===== src/rtl/viterbi_chan_err_inj_pkg.sv =====
// Shared types and constants for the Viterbi channel error injector.
//   err_mode_e : word-selection policy (OFF / PERIODIC / BURST / RANDOM)
//   LFSR_SEED  : value loaded into the selection LFSR on reset and clear
//   LFSR_TAPS  : Galois tap mask for x^16 + x^14 + x^13 + x^11
//   popcount   : number of set bits in a vector of up to 64 bits
package viterbi_chan_pkg;

    typedef enum logic [1:0] {
        ERR_OFF      = 2'd0,
        ERR_PERIODIC = 2'd1,
        ERR_BURST    = 2'd2,
        ERR_RANDOM   = 2'd3
    } err_mode_e;

    localparam logic [15:0] LFSR_SEED = 16'hACE1;
    localparam logic [15:0] LFSR_TAPS = 16'hB400;

    function automatic int unsigned popcount(input logic [63:0] v);
        int unsigned n;
        n = 0;
        for (int i = 0; i < 64; i++) begin
            if (v[i]) n++;
        end
        return n;
    endfunction

endpackage


===== src/rtl/viterbi_chan_err_inj_if.sv =====
// Stream and status bundle of the channel error injector.
//   master : the encoder-side driver (drives word, mode, mask, clear;
//            receives the corrupted word and statistics)
//   slave  : the injector itself
interface viterbi_chan_err_inj_if
    import viterbi_chan_pkg::*;
#(
    parameter int SYM_W     = 2,
    parameter int BURST_MAX = 4,
    parameter int CNT_W     = 16
);
    localparam int BL_W = $clog2(BURST_MAX + 1);

    logic             valid_i;
    logic [SYM_W-1:0] sym_i;
    err_mode_e        mode_i;
    logic [SYM_W-1:0] mask_i;
    logic [BL_W-1:0]  burst_len_i;
    logic             clr_i;

    logic             valid_o;
    logic [SYM_W-1:0] sym_o;
    logic             err_o;
    logic [CNT_W-1:0] word_ct_o;
    logic [CNT_W-1:0] inj_word_ct_o;
    logic [CNT_W-1:0] inj_bit_ct_o;
    logic             done_o;
    logic [CNT_W-1:0] mism_ct_o;

    modport master (
        output valid_i, sym_i, mode_i, mask_i, burst_len_i, clr_i,
        input  valid_o, sym_o, err_o, word_ct_o, inj_word_ct_o,
               inj_bit_ct_o, done_o, mism_ct_o
    );

    modport slave (
        input  valid_i, sym_i, mode_i, mask_i, burst_len_i, clr_i,
        output valid_o, sym_o, err_o, word_ct_o, inj_word_ct_o,
               inj_bit_ct_o, done_o, mism_ct_o
    );

endinterface


===== src/rtl/viterbi_chan_err_inj_lfsr.sv =====
// chan_lfsr: 16-bit Galois LFSR used for pseudo-random word selection.
//   clk    : rising-edge clock
//   rst    : asynchronous active-low reset, loads LFSR_SEED
//   adv    : advance one step
//   reseed : reload LFSR_SEED (wins over adv)
//   state  : current register contents
module chan_lfsr
    import viterbi_chan_pkg::*;
(
    input  logic        clk,
    input  logic        rst,
    input  logic        adv,
    input  logic        reseed,
    output logic [15:0] state
);

    always_ff @(posedge clk or negedge rst) begin
        if (!rst) begin
            state <= LFSR_SEED;
        end else if (reseed) begin
            state <= LFSR_SEED;
        end else if (adv) begin
            // Right-shifting Galois form: the bit shifted out feeds the taps.
            state <= {1'b0, state[15:1]} ^ (state[0] ? LFSR_TAPS : 16'h0000);
        end
    end

endmodule


===== src/rtl/viterbi_chan_err_inj.sv =====
// viterbi_chan_err_inj: channel model between convolutional encoder and
// Viterbi decoder. Registers each encoded word and XORs mask_i onto words
// picked by a periodic, burst or pseudo-random policy inside an injection
// window counted from reset/clear, while keeping saturating statistics.
//   clk, rst : rising-edge clock, asynchronous active-low reset
//   bus      : viterbi_chan_err_inj_if.slave (word in, corrupted word out,
//              mode/mask/burst controls, clear, statistics, done)
// Optional build macro VITERBI_CHAN_CHECK_EN adds a checker comparing
// sym_o with a clean delayed copy and counting differing bits in
// mism_ct_o; without it mism_ct_o is tied to 0.
module viterbi_chan_err_inj
    import viterbi_chan_pkg::*;
#(
    parameter int SYM_W       = 2,
    parameter int PERIOD_LOG2 = 5,
    parameter int WINDOW      = 256,
    parameter int BURST_MAX   = 4,
    parameter int CNT_W       = 16
)(
    input logic                   clk,
    input logic                   rst,
    viterbi_chan_err_inj_if.slave bus
);

    localparam int          PERIOD   = 1 << PERIOD_LOG2;
    localparam logic [15:0] RND_MASK = 16'(PERIOD - 1);

    logic             vld_p1;
    logic [SYM_W-1:0] sym_p1;
    logic             err_p1;
    logic [CNT_W-1:0] word_ct;
    logic [CNT_W-1:0] inj_word_ct;
    logic [CNT_W-1:0] inj_bit_ct;
    logic [15:0]      lfsr;

    logic             accept;
    logic             in_window;
    logic             hit;
    logic             inject;
    logic             flip;
    logic [CNT_W-1:0] mask_bits;
    int               burst_l;

    function automatic logic [CNT_W-1:0] sat_add(input logic [CNT_W-1:0] a,
                                                 input logic [CNT_W-1:0] b);
        logic [CNT_W:0] s;
        s = {1'b0, a} + {1'b0, b};
        return s[CNT_W] ? '1 : s[CNT_W-1:0];
    endfunction

    // Clear takes priority: the word in a clear cycle is neither counted
    // nor eligible for injection.
    assign accept    = bus.valid_i && !bus.clr_i;
    assign in_window = 32'(word_ct) < 32'(WINDOW);
    assign mask_bits = CNT_W'(popcount(64'(bus.mask_i)));

    chan_lfsr u_lfsr (
        .clk    (clk),
        .rst    (rst),
        .adv    (accept),
        .reseed (bus.clr_i),
        .state  (lfsr)
    );

    always_comb begin
        burst_l = int'(bus.burst_len_i);
        if (burst_l > BURST_MAX) burst_l = BURST_MAX;
        if (burst_l > PERIOD)    burst_l = PERIOD;
        hit = 1'b0;
        unique case (bus.mode_i)
            ERR_OFF:      hit = 1'b0;
            // Last two words of every period.
            ERR_PERIODIC: hit = &word_ct[PERIOD_LOG2-1:1];
            ERR_BURST:    hit = int'(word_ct[PERIOD_LOG2-1:0]) < burst_l;
            ERR_RANDOM:   hit = (lfsr & RND_MASK) == 16'h0000;
            default:      hit = 1'b0;
        endcase
    end

    assign inject = accept && in_window && hit;
    assign flip   = inject && (bus.mask_i != '0);

    // ---- stage p1: registered word, flag and statistics ----
    always_ff @(posedge clk or negedge rst) begin
        if (!rst) begin
            vld_p1      <= 1'b0;
            sym_p1      <= '0;
            err_p1      <= 1'b0;
            word_ct     <= '0;
            inj_word_ct <= '0;
            inj_bit_ct  <= '0;
        end else begin
            vld_p1 <= bus.valid_i;
            err_p1 <= flip;
            if (bus.valid_i) begin
                sym_p1 <= inject ? (bus.sym_i ^ bus.mask_i) : bus.sym_i;
            end
            if (bus.clr_i) begin
                word_ct     <= '0;
                inj_word_ct <= '0;
                inj_bit_ct  <= '0;
            end else if (bus.valid_i) begin
                word_ct <= sat_add(word_ct, CNT_W'(1));
                if (flip) begin
                    inj_word_ct <= sat_add(inj_word_ct, CNT_W'(1));
                    inj_bit_ct  <= sat_add(inj_bit_ct, mask_bits);
                end
            end
        end
    end

    assign bus.valid_o       = vld_p1;
    assign bus.sym_o         = sym_p1;
    assign bus.err_o         = err_p1;
    assign bus.word_ct_o     = word_ct;
    assign bus.inj_word_ct_o = inj_word_ct;
    assign bus.inj_bit_ct_o  = inj_bit_ct;
    assign bus.done_o        = 32'(word_ct) >= 32'(WINDOW);

`ifdef VITERBI_CHAN_CHECK_EN
    logic [SYM_W-1:0] clean_p1;
    logic [CNT_W-1:0] exp_bits_p1;
    logic [CNT_W-1:0] mism_ct;
    logic [CNT_W-1:0] mism_now;

    assign mism_now = CNT_W'(popcount(64'(sym_p1 ^ clean_p1)));

    // ---- stage p1: clean reference copy; p2: mismatch accumulation ----
    always_ff @(posedge clk or negedge rst) begin
        if (!rst) begin
            clean_p1    <= '0;
            exp_bits_p1 <= '0;
            mism_ct     <= '0;
        end else begin
            if (bus.valid_i) begin
                clean_p1    <= bus.sym_i;
                exp_bits_p1 <= flip ? mask_bits : '0;
            end
            if (bus.clr_i) begin
                mism_ct <= '0;
            end else if (vld_p1) begin
                mism_ct <= sat_add(mism_ct, mism_now);
            end
        end
    end

    always_comb begin
        if (rst && vld_p1) begin
            assert (mism_now == exp_bits_p1);
        end
    end

    assign bus.mism_ct_o = mism_ct;
`else
    assign bus.mism_ct_o = '0;
`endif

endmodule


===== src/flat_wrapper.sv =====
// flat-port wrapper written by rule: the top's interface ports become plain ports
module viterbi_chan_err_inj_flat import viterbi_chan_pkg::*;
#(
    parameter int SYM_W       = 2,
    parameter int PERIOD_LOG2 = 5,
    parameter int WINDOW      = 256,
    parameter int BURST_MAX   = 4,
    parameter int CNT_W       = 16
)
  (clk, rst, bus_valid_i, bus_sym_i, bus_mode_i, bus_mask_i, bus_burst_len_i, bus_clr_i, bus_valid_o, bus_sym_o, bus_err_o, bus_word_ct_o, bus_inj_word_ct_o, bus_inj_bit_ct_o, bus_done_o, bus_mism_ct_o);
  viterbi_chan_err_inj_if #(.SYM_W(SYM_W), .BURST_MAX(BURST_MAX), .CNT_W(CNT_W)) bus_i ();
  input logic clk;
  input logic rst;
  input wire logic [$bits(bus_i.valid_i)-1:0] bus_valid_i;
  input wire logic [$bits(bus_i.sym_i)-1:0] bus_sym_i;
  input wire logic [$bits(bus_i.mode_i)-1:0] bus_mode_i;
  input wire logic [$bits(bus_i.mask_i)-1:0] bus_mask_i;
  input wire logic [$bits(bus_i.burst_len_i)-1:0] bus_burst_len_i;
  input wire logic [$bits(bus_i.clr_i)-1:0] bus_clr_i;
  output wire logic [$bits(bus_i.valid_o)-1:0] bus_valid_o;
  output wire logic [$bits(bus_i.sym_o)-1:0] bus_sym_o;
  output wire logic [$bits(bus_i.err_o)-1:0] bus_err_o;
  output wire logic [$bits(bus_i.word_ct_o)-1:0] bus_word_ct_o;
  output wire logic [$bits(bus_i.inj_word_ct_o)-1:0] bus_inj_word_ct_o;
  output wire logic [$bits(bus_i.inj_bit_ct_o)-1:0] bus_inj_bit_ct_o;
  output wire logic [$bits(bus_i.done_o)-1:0] bus_done_o;
  output wire logic [$bits(bus_i.mism_ct_o)-1:0] bus_mism_ct_o;
  assign bus_i.valid_i = bus_valid_i;
  assign bus_i.sym_i = bus_sym_i;
  assign bus_i.mode_i = bus_mode_i;
  assign bus_i.mask_i = bus_mask_i;
  assign bus_i.burst_len_i = bus_burst_len_i;
  assign bus_i.clr_i = bus_clr_i;
  assign bus_valid_o = bus_i.valid_o;
  assign bus_sym_o = bus_i.sym_o;
  assign bus_err_o = bus_i.err_o;
  assign bus_word_ct_o = bus_i.word_ct_o;
  assign bus_inj_word_ct_o = bus_i.inj_word_ct_o;
  assign bus_inj_bit_ct_o = bus_i.inj_bit_ct_o;
  assign bus_done_o = bus_i.done_o;
  assign bus_mism_ct_o = bus_i.mism_ct_o;
  viterbi_chan_err_inj #(.SYM_W(SYM_W), .PERIOD_LOG2(PERIOD_LOG2), .WINDOW(WINDOW), .BURST_MAX(BURST_MAX), .CNT_W(CNT_W)) u_core (.clk(clk), .rst(rst), .bus(bus_i));
endmodule

===== config.mk =====
export PLATFORM = sky130hd
export DESIGN_NAME = viterbi_chan_err_inj_flat
export DESIGN_NICKNAME = d
export VERILOG_FILES = /design/src/rtl/viterbi_chan_err_inj_pkg.sv /design/src/rtl/viterbi_chan_err_inj_if.sv /design/src/rtl/viterbi_chan_err_inj_lfsr.sv /design/src/rtl/viterbi_chan_err_inj.sv /design/src/flat_wrapper.sv
export SDC_FILE = /design/constraint.sdc
export NUM_CORES = 1
export LEC_CHECK = 0
export BUFFER_PORTS_ARGS = -buffer_cell sky130_fd_sc_hd__buf_2
export CORE_AREA = 2 2 92 94
export CTS_CLUSTER_SIZE = 28
export DETAILED_ROUTE_END_ITERATION = 10
export DIE_AREA = 0 0 94 96
export GPL_ROUTABILITY_DRIVEN = 1
export PLACE_DENSITY = 0.8
export SLEW_MARGIN = 20
export SYNTH_ARGS = -nofsm -noshare
export SYNTH_HDL_FRONTEND = slang
export SYNTH_HIERARCHICAL = 1
export SYNTH_SLANG_ARGS = --single-unit

===== constraint.sdc =====
create_clock -name clk -period 2.4 [get_ports clk]
set_input_delay 0 -clock clk [delete_from_list [all_inputs] [get_ports clk]]
set_output_delay 0 -clock clk [all_outputs]
set_load 0.05 [all_outputs]

-- After elaboration in Yosys (flattened, before gate mapping)
Cells that the tools add are included.
- register bits: 68
- output and inout bits: 69
- $add $sub $neg: 4
- order comparisons: 5
- equal/unequal tests: 3
- mux-type cells: 20
- bitwise operators: 2
- reduce and logical (&&, ||, !) cells: 13
- operator list (kind ; count):
    16-bit 2-to-1 mux ; 15
    16-bit by 1-bit adder with 17-bit output (second input constant) ; 2
    16-bit by 16-bit adder with 17-bit output ; 1
    16-bit by 9-bit greater-or-equal comparator with 1-bit output (second input constant) ; 1
    16-bit zero test ; 1
    16-bit by 9-bit < comparator with 1-bit output (second input constant) ; 1
    15-bit by 16-bit bitwise XOR with 16-bit output ; 1
    2-bit nonzero test ; 4
    3-bit by 6-bit greater-than comparator with 1-bit output (second input constant) ; 1
    5-bit by 6-bit < comparator with 1-bit output ; 1
    6-bit 2-to-1 mux ; 1
    2-bit equality test (second input constant) ; 2
    1-bit logical AND ; 4
    1-bit one-hot mux with 4 select lines ; 1
    4-bit AND reduction ; 1
    3-bit greater-than comparator (second input constant) ; 1
    3-bit 2-to-1 mux ; 1
    1-bit by 1-bit adder with 2-bit output (second input constant) ; 1
    2-bit by 1-bit equality test with 1-bit output (second input constant) ; 1
    2-bit zero test ; 1
    2-bit 2-to-1 mux ; 1
    2-bit AND reduction ; 1
    2-bit bitwise XOR ; 1
    1-bit zero test ; 1
    1-bit 2-to-1 mux ; 1

-- Depth between registers and ports, before layout
Gate-level depths: netlist (run 1).
- depth in word-level cells: 11
- depth in mapped cells: 11
- gate-level depth less buffers: 10

-- By module
The synthesis (run 1) kept the hierarchy.
- modules (own cells, without submodules) (module ; instances ; cells each ; area an instance (sq um) ; seq. area each (sq um)):
    viterbi_chan_err_inj ; 1 ; 352 ; 3201.8 ; 1301.2
    chan_lfsr ; 1 ; 56 ; 726.9 ; 410.4

-- Worst setup path before layout (run 1)
No wires, ideal clock.
- kind: flip-flop to flip-flop
- from: register u_core.inj_bit_ct[0], in the netlist u_core/bus.inj_bit_ct_o[0]
- to: register u_core.inj_bit_ct[9], in the netlist u_core/bus.inj_bit_ct_o[9]
- arrival time: 2.630 ns
- setup slack: -0.329 ns
- stages on the path, launching flop included: 9
- path through: dfrtp_1 > ha_1 > inv_1 > fa_1 > nand2b_1 > nor4_2 > nand3_1 > and2_1 > a311oi_1
- word-level cells in the longest chain between the ends: 5
- ends and longest elaborated chain (what ; RTL line ; text):
    start: declaration ; viterbi_chan_err_inj.sv:33 ; logic [CNT_W-1:0] inj_bit_ct;
    start signal: assignment ; viterbi_chan_err_inj.sv:106 ; inj_bit_ct <= sat_add(inj_bit_ct, mask_bits);
    16-bit by 16-bit adder with 17-bit output ; viterbi_chan_err_inj.sv:47 ; s = {1'b0, a} + {1'b0, b};
    16-bit 2-to-1 mux ; viterbi_chan_err_inj.sv:48 ; return s[CNT_W] ? '1 : s[CNT_W-1:0];
    16-bit 2-to-1 mux ; viterbi_chan_err_inj.sv:104 ; if (flip) begin
    16-bit 2-to-1 mux ; viterbi_chan_err_inj.sv:102 ; end else if (bus.valid_i) begin
    16-bit 2-to-1 mux ; viterbi_chan_err_inj.sv:98 ; if (bus.clr_i) begin
No other way between the ends. The select of a mux whose other input is x is not followed.
A chain may end at the register's enable or synchronous reset.

-- Worst setup path after layout (run 1)
- from: register u_core.word_ct[1], in the netlist u_core/bus.word_ct_o[1]
- to: register u_core.inj_word_ct[12], in the netlist u_core/bus.inj_word_ct_o[12]
- word-level cells in the longest chain between the ends: 6
- elaborated cells between the ends (all ways): 9
- ends and longest elaborated chain (what ; RTL line ; text):
    start: declaration ; viterbi_chan_err_inj.sv:31 ; logic [CNT_W-1:0] word_ct;
    start signal: assignment ; viterbi_chan_err_inj.sv:103 ; word_ct <= sat_add(word_ct, CNT_W'(1));
    16-bit by 9-bit < comparator with 1-bit output, or another cell as far along ; viterbi_chan_err_inj.sv:54 ; assign in_window = 32'(word_ct) < 32'(WINDOW);
    1-bit logical AND or 1-bit one-hot mux with 4 select lines (tied branches) ; viterbi_chan_err_inj.sv:80, viterbi_chan_err_inj.sv:70 ;
    1-bit logical AND * ; viterbi_chan_err_inj.sv:80 ; assign inject = accept && in_window && hit;
    1-bit logical AND * ; viterbi_chan_err_inj.sv:81 ; assign flip = inject && (bus.mask_i != '0);
    2-bit nonzero test (no line) * ; n/a ;
    2-bit AND reduction (no line) * ; n/a ;
    end signal: assignment ; viterbi_chan_err_inj.sv:105 ; inj_word_ct <= sat_add(inj_word_ct, CNT_W'(1));
    end: declaration ; viterbi_chan_err_inj.sv:32 ; logic [CNT_W-1:0] inj_word_ct;
Mark *: on every way between the ends. The rest lies on a longest branch, timed or not.

==> qor.txt, run 1 <==
Hold Startpoint - bus_valid_i
Post-synth EDFFs - 0
FILL cells - 745
Worst R2R Start - u_core/bus.word_ct_o[1]$_DFFE_PN0P_
slew margin rel. - 0.579
area grow syn2layout - 19.9%
Core Area - 8050 µm²
slowest stage delay, CP - 0.40 ns
total congestion overflow - 0
setup TNS - 0 ns
Top Family by Delay on Critical Path - simple AND/OR/NAND/NOR gates
Synth Area in XOR/XNOR - 0.0111
clk sinks - 68
Mean Syn Cell Area - 9.63 µm²
Synth async-reset ratio - 1.00
Synth Area in Adders - 0.0338
IO Pins - 82
endpoints failing hold - 0
Yosys warning total - 6
Max Slew Vio Count - 0
GP Congestion - 0.919
die area - 9020 µm²
clock-pin slew on the worst setup and hold paths - 0.08 ns
Die Y - 96 µm
peak supply drop - 279 µV
share of cells above drive strength 1 - 0.289
WP data arrival - 2.50 ns
combinational family with the most area after synthesis - simple AND/OR/NAND/NOR gates
mux contribution to synthesized area - 0.0178
flop2flop setup slack - 0.15 ns
CTS tree - built
hold crit path type - in2reg
number of antenna violations at the first check in global routing - 0
clock insertion delay at the later pin of the skew report - 0.35 ns
max cap viols - 0
largest net degree at the start of global routing - 58
first-pass GRT wire length - 16.3 mm
Critical Path Stages - 7
reg-to-reg endpoint - u_core/bus.inj_word_ct_o[12]$_DFFE_PN0P_
worst-margin pin slew - 0.631 ns
Layout Nets - 517
vias per inst - 5.97
die width - 94 µm
DRC violations left - 0
Setup Crit Path Kind - reg2reg
f_max - 445 MHz
Simple-Gate Fraction of Synth Area - 0.235
final wirelength - 10.0 mm
crit path cell chain - ha_1 > nor4b_1 > o32ai_2 > nor4_4 > buf_12 > a31oi_1 > a311oi_2
Setup violations, final - 0
initial core utilization - 0.488
commonest non-fill, non-tap cells in the layout - buf_2 (65), dfrtp_1 (58), nor2_1 (39), a21oi_1 (31), buf_4 (27)
most common cell after layout, fill and taps aside - buf_2
H-Tree Depth - 3
CTS Root Buffer Type - clkbuf_8
clock network power share - 0.383
row count - 33
PwrDens - 527 nW/µm²
Antenna diodes - 0
WHS - 0.0529 ns
CP bufs+invs - 1
vias in the first global route - 3398
DR pass1 iterations - 5
critical path endpoint - u_core/bus.inj_word_ct_o[12]$_DFFE_PN0P_
clock buffer depth - 2
switch share - 0.283
Reg power frac - 0.483
Critical-path top delay cell - dfrtp_1
Syn Inst Count - 408
CP Capture Type - register
Mapped Area - 3930 µm²
Critical Path Source Type - register
TritonCTS Buffers - 9
ANT nets after route - 0
Leakage - 2.20 nW
Unique masters post-synth - 51
sequential area share after synthesis - 0.436
CP startpoint - u_core/bus.word_ct_o[1]$_DFFE_PN0P_
Pint - 1.78 mW
via count - 3604
Clock Skew - 0.00875 ns
R2R depth - 7
number of setup buffers added after CTS - 0
hpwl dp - 7.01 mm
GRT Total Usage - 0.231
synthesized flop and latch total - 68
CP required - 2.66 ns
Psw - 704 µW
drt wl/cell - 16.6 µm
ys flop type - dfrtp_1
port bufs - 65
unrepaired setup endpoints after global routing - yes
Compound-Gate Fraction of Synth Area - 0.189
min cycle time layout - 2.25 ns
CP Max Fanout - 24
Logic pwr share - 0.133
Iter 0 DRT Violations - 194
Final period util - 0.936
status - complete, no violations
logic make-up after synthesis:
logic type / Yosys count
AND/OR/NAND/NOR: 162
AO/OA/AOI/OAI: 102
flip-flops: 68
buffers and inverters: 53
adder cells (fa/ha/maj): 10
multiplexers: 7
XOR/XNOR: 5
other: 1
metrics by stage:
step,cells,instance area [µm²],util,setup slack [ns],power [mW]
after global placement,584,4460,0.553,0.0748,1.54
after detailed placement,584,4460,0.553,-0.000783,1.55
final,604,4710,0.585,0.154,2.48
after floorplan,423,4020,-,-0.00834,1.48
after global routing,604,4710,0.585,0.00549,2.59
after CTS,604,4700,0.583,0.0683,2.51
how the worst min path moves through the flow:
| stage | to | slack [ns] | cells after the start |
|---|---|---|---|
| 6_report | u_core/bus.valid_o$_DFF_PN0_ | 0.05 | 2 |
| 5_1_grt | u_core/bus.valid_o$_DFF_PN0_ | 0.05 | 2 |
| 4_1_cts | u_core/bus.valid_o$_DFF_PN0_ | 0.03 | 2 |
| 3_5_place_dp | u_core/bus.word_ct_o[8]$_DFFE_PN0P_ | -0.003 | 1 |
| 3_3_place_gp | u_core/bus.word_ct_o[9]$_DFFE_PN0P_ | -0.02 | 1 |
| 2_1_floorplan | u_core/bus.err_o$_DFF_PN0_ | -0.30 | 0 |
per-layer routing:
layer / wire length (µm) / GRT usage
met5: 0 / 0
met4: 203 / 0.0978
met3: 751 / 0.0376
met2: 5010 / 0.398
met1: 4040 / 0.289
Yosys cell counts (7+ instances only):
master / count / share of area
dfrtp_1: 60 / 0.38
nor2_1: 39 / 0.037
a21oi_1: 31 / 0.039
buf_4: 18 / 0.034
nor3_1: 18 / 0.023
nand3_1: 17 / 0.022
and3_1: 16 / 0.025
inv_1: 16 / 0.015
a211oi_1: 14 / 0.027
nand2_1: 14 / 0.013
a31oi_1: 13 / 0.021
clkbuf_1: 12 / 0.011
a311oi_1: 10 / 0.022
ha_1: 9 / 0.029
nand4_1: 9 / 0.014
dfstp_2: 8 / 0.054
a41o_1: 7 / 0.018
and4_1: 7 / 0.016
mux2i_1: 7 / 0.018
o21ai_0: 7 / 0.0089
flip-flops by register name, summed over array words and instances (netlist names):
| register | flops |
|---|---|
| u_core/bus.sym_o | 2 |
| u_core/bus.inj_bit_ct_o | 16 |
| u_core/bus.err_o | 1 |
| u_core/u_lfsr/state | 16 |
| u_core/bus.valid_o | 1 |
| u_core/bus.word_ct_o | 16 |
| u_core/bus.inj_word_ct_o | 16 |
power groups by stage:
| stage | clock network [mW] | registers (mW) | logic, mW |
|---|---|---|---|
| after floorplan | 0 | 1.26 | 0.212 |
| after global placement | 0 | 1.22 | 0.317 |
| after detailed placement | 0 | 1.22 | 0.324 |
| after CTS | 0.974 | 1.20 | 0.331 |
| after global routing | 1.03 | 1.20 | 0.358 |
| final | 0.952 | 1.20 | 0.331 |
cell type report:
type	count	area [µm²]	share of cell area
multi-input combinational	302	2020	0.428
sequential	68	1710	0.364
timing repair buffer	97	588	0.125
clock buffer	10	138	0.0292
tap	105	131	0.0279
clock inverter	6	63.8	0.0135
inverter	16	60.1	0.0127
timing repair:
| item | in CTS | in global routing |
|---|---|---|
| hold buffers | 4 | 0 |
| resized for setup | 0 | 3 |
| endpoints found under the setup margin | 0 | 5 |
| hold endpoints to repair | 24 | 0 |
No activity file was read; power rests on OpenSTA's default activity.
==> run 2: changes to the inputs <==
SETUP_SLACK_MARGIN = 0.2   (was default)
==> run 2 against run 1 <==
  * Critical path depth unchanged
  * Final cell count fell by 0.99%
  * Via count shrank 3.2%
  * Clock-buffer cell count grew 3
  * Total power down 5.6%
  * Final area is 1.2% higher
  * Largest power group unchanged
  * Combinational power rose by 3%
  * Non-clock buffer count down 6
  * Register-to-register slack improved by 0.09 ns
  * Critical path type unchanged
  * Sequential share of layout area fell by 0.29 points
==> qor.txt, run 2 (synthesis gave the netlist of run 1 again) <==
GRT Total Usage - 0.221
area grow syn2layout - 21.3%
setup TNS - 0 ns
clock-pin slew on the worst setup and hold paths - 0.07 ns
Max Slew Vio Count - 0
Most common cell on crit path - buf_4
Leakage - 2.20 nW
endpoints failing hold - 0
peak supply drop - 276 µV
final wirelength - 9.68 mm
drt wl/cell - 16.2 µm
min cycle time layout - 2.15 ns
FILL cells - 714
hold path cells - 2
R2R depth - 7
slowest stage delay, CP - 0.45 ns
hpwl dp - 6.60 mm
Core Area - 8050 µm²
largest net degree at the start of global routing - 69
max cap viols - 0
Die Y - 96 µm
commonest non-fill, non-tap cells in the layout - buf_2 (65), dfrtp_1 (53), nor2_1 (39), a21oi_1 (31), buf_4 (19)
first-pass GRT wire length - 15.7 mm
row count - 33
die width - 94 µm
CTS Root Buffer Type - clkbuf_8
most common cell after layout, fill and taps aside - buf_2
number of antenna violations at the first check in global routing - 0
vias in the first global route - 3307
GP Congestion - 0.827
WP data arrival - 2.37 ns
TritonCTS Buffers - 9
initial core utilization - 0.488
clock buffer depth - 2
Critical-path top delay cell - dfrtp_1
reg-to-reg endpoint - u_core/bus.sym_o[0]$_DFFE_PN0P_
Setup violations, final - 0
CP Max Fanout - 5
Layout Nets - 511
Antenna diodes - 0
Hold Startpoint - bus_valid_i
die area - 9020 µm²
Clock Skew - 0.00761 ns
clk sinks - 68
CP required - 2.62 ns
Multi-input gate area - 2130 µm²
Worst R2R Start - u_core/bus.word_ct_o[9]$_DFFE_PN0P_
f_max - 465 MHz
DR pass1 iterations - 4
Setup Crit Path Kind - reg2reg
ANT nets after route - 0
Critical Path Source Type - register
PwrDens - 492 nW/µm²
port bufs - 65
Top Family by Delay on Critical Path - simple AND/OR/NAND/NOR gates
H-Tree Depth - 3
CTS tree - built
Final period util - 0.897
share of cells above drive strength 1 - 0.304
flop2flop setup slack - 0.25 ns
CP Capture Type - register
Reg area - 1720 µm²
worst hold path endpoint - u_core/bus.valid_o$_DFF_PN0_
DRC violations left - 0
total congestion overflow - 0
clock insertion delay at the later pin of the skew report - 0.35 ns
WHS - 0.0546 ns
CP bufs+invs - 2
IO Pins - 82
Iter 0 DRT Violations - 182
crit path cell chain - nor4_4 > nand4_1 > buf_4 > nor4_1 > buf_4 > xnor2_1 > a21oi_1
vias per inst - 5.83
hold crit path type - in2reg
unrepaired setup endpoints after global routing - yes
via count - 3488
status - complete, no violations
-- run 2: cell types whose count changed in the layout (fill, tap and decap cells not counted), moves of 3 or more --
cell,before,now
buf_4,27,19
dfrtp_1,58,53
dfrtp_2,2,7
clkbuf_1,0,4
nor4_4,2,5
-- run 2: report_power, final --
group / switching [mW] / total (mW) / internal (mW)
Combinational: 0.237 / 0.342 / 0.105
Clock: 0.426 / 0.798 / 0.372
Sequential: 0.0239 / 1.20 / 1.18
-- run 2: cell type report --
type | instances | area share
clock inverters | 3 | 0.00315
multi-input cells | 302 | 0.446
clock buffers | 13 | 0.0291
well taps | 105 | 0.0276
repair buffers | 91 | 0.120
flip-flops and latches | 68 | 0.361
inverters | 16 | 0.0126
-- run 2: worst max path at each step --
stage | cells past startpoint | end | slack (ns) | from
global placement | 10 | u_core/bus.inj_bit_ct_o[11]$_DFFE_PN0P_ | 0.09 | bus_mask_i[0]
finish | 7 | u_core/bus.sym_o[0]$_DFFE_PN0P_ | 0.25 | u_core/bus.word_ct_o[9]$_DFFE_PN0P_
CTS | 7 | u_core/bus.inj_bit_ct_o[14]$_DFFE_PN0P_ | 0.18 | u_core/bus.word_ct_o[1]$_DFFE_PN0P_
detailed placement | 6 | u_core/bus.inj_bit_ct_o[15]$_DFFE_PN0P_ | 0.009 | u_core/bus.word_ct_o[2]$_DFFE_PN0P_
floorplan | 9 | u_core/bus.inj_bit_ct_o[9]$_DFFE_PN0P_ | 0.1 | u_core/bus.inj_bit_ct_o[0]$_DFFE_PN0P_
global route | 6 | u_core/bus.inj_bit_ct_o[6]$_DFFE_PN0P_ | 0.12 | u_core/bus.word_ct_o[9]$_DFFE_PN0P_
-- run 2: repair_timing --
action                                  CTS  global route
endpoints found under the hold margin    70             0
gates resized for setup                   6            11
hold buffers                              3             0
endpoints found under the setup margin   17            26
setup buffers                             1             5
pin swaps                                 2             6
-- run 2: worst register-to-register path, cell delays in order, from the launching register on --
cell and delay, ns:
dfrtp_1 0.45, nor4_4 0.43, nand4_1 0.23, buf_4 0.20
nor4_1 0.35, buf_4 0.19, xnor2_1 0.10, a21oi_1 0.08
-- run 2: through the flow --
| stage | util | worst slack, ns | instances | cell area (µm²) | power, mW |
|---|---|---|---|---|---|
| 5_1_grt | 0.592 | 0.124 | 598 | 4770 | 2.45 |
| 3_5_place_dp | 0.549 | 0.00947 | 573 | 4420 | 1.55 |
| 4_1_cts | 0.577 | 0.176 | 593 | 4650 | 2.36 |
| 6_report | 0.592 | 0.248 | 598 | 4770 | 2.34 |
| 2_1_floorplan | - | 0.0992 | 423 | 4060 | 1.48 |
| 3_3_place_gp | 0.549 | 0.0948 | 573 | 4420 | 1.54 |
-- run 2: routing by layer --
layer | vias to the layer above | global-route usage | part of all wire | routed length, µm
met2 | 101 | 0.353 | 0.49 | 4700
met3 | 12 | 0.0470 | 0.054 | 522
met5 | - | 0 | 0 | 0
li1 | 1658 | - | - | -
met4 | 0 | 0.0773 | 0.012 | 116
met1 | 1717 | 0.300 | 0.45 | 4340
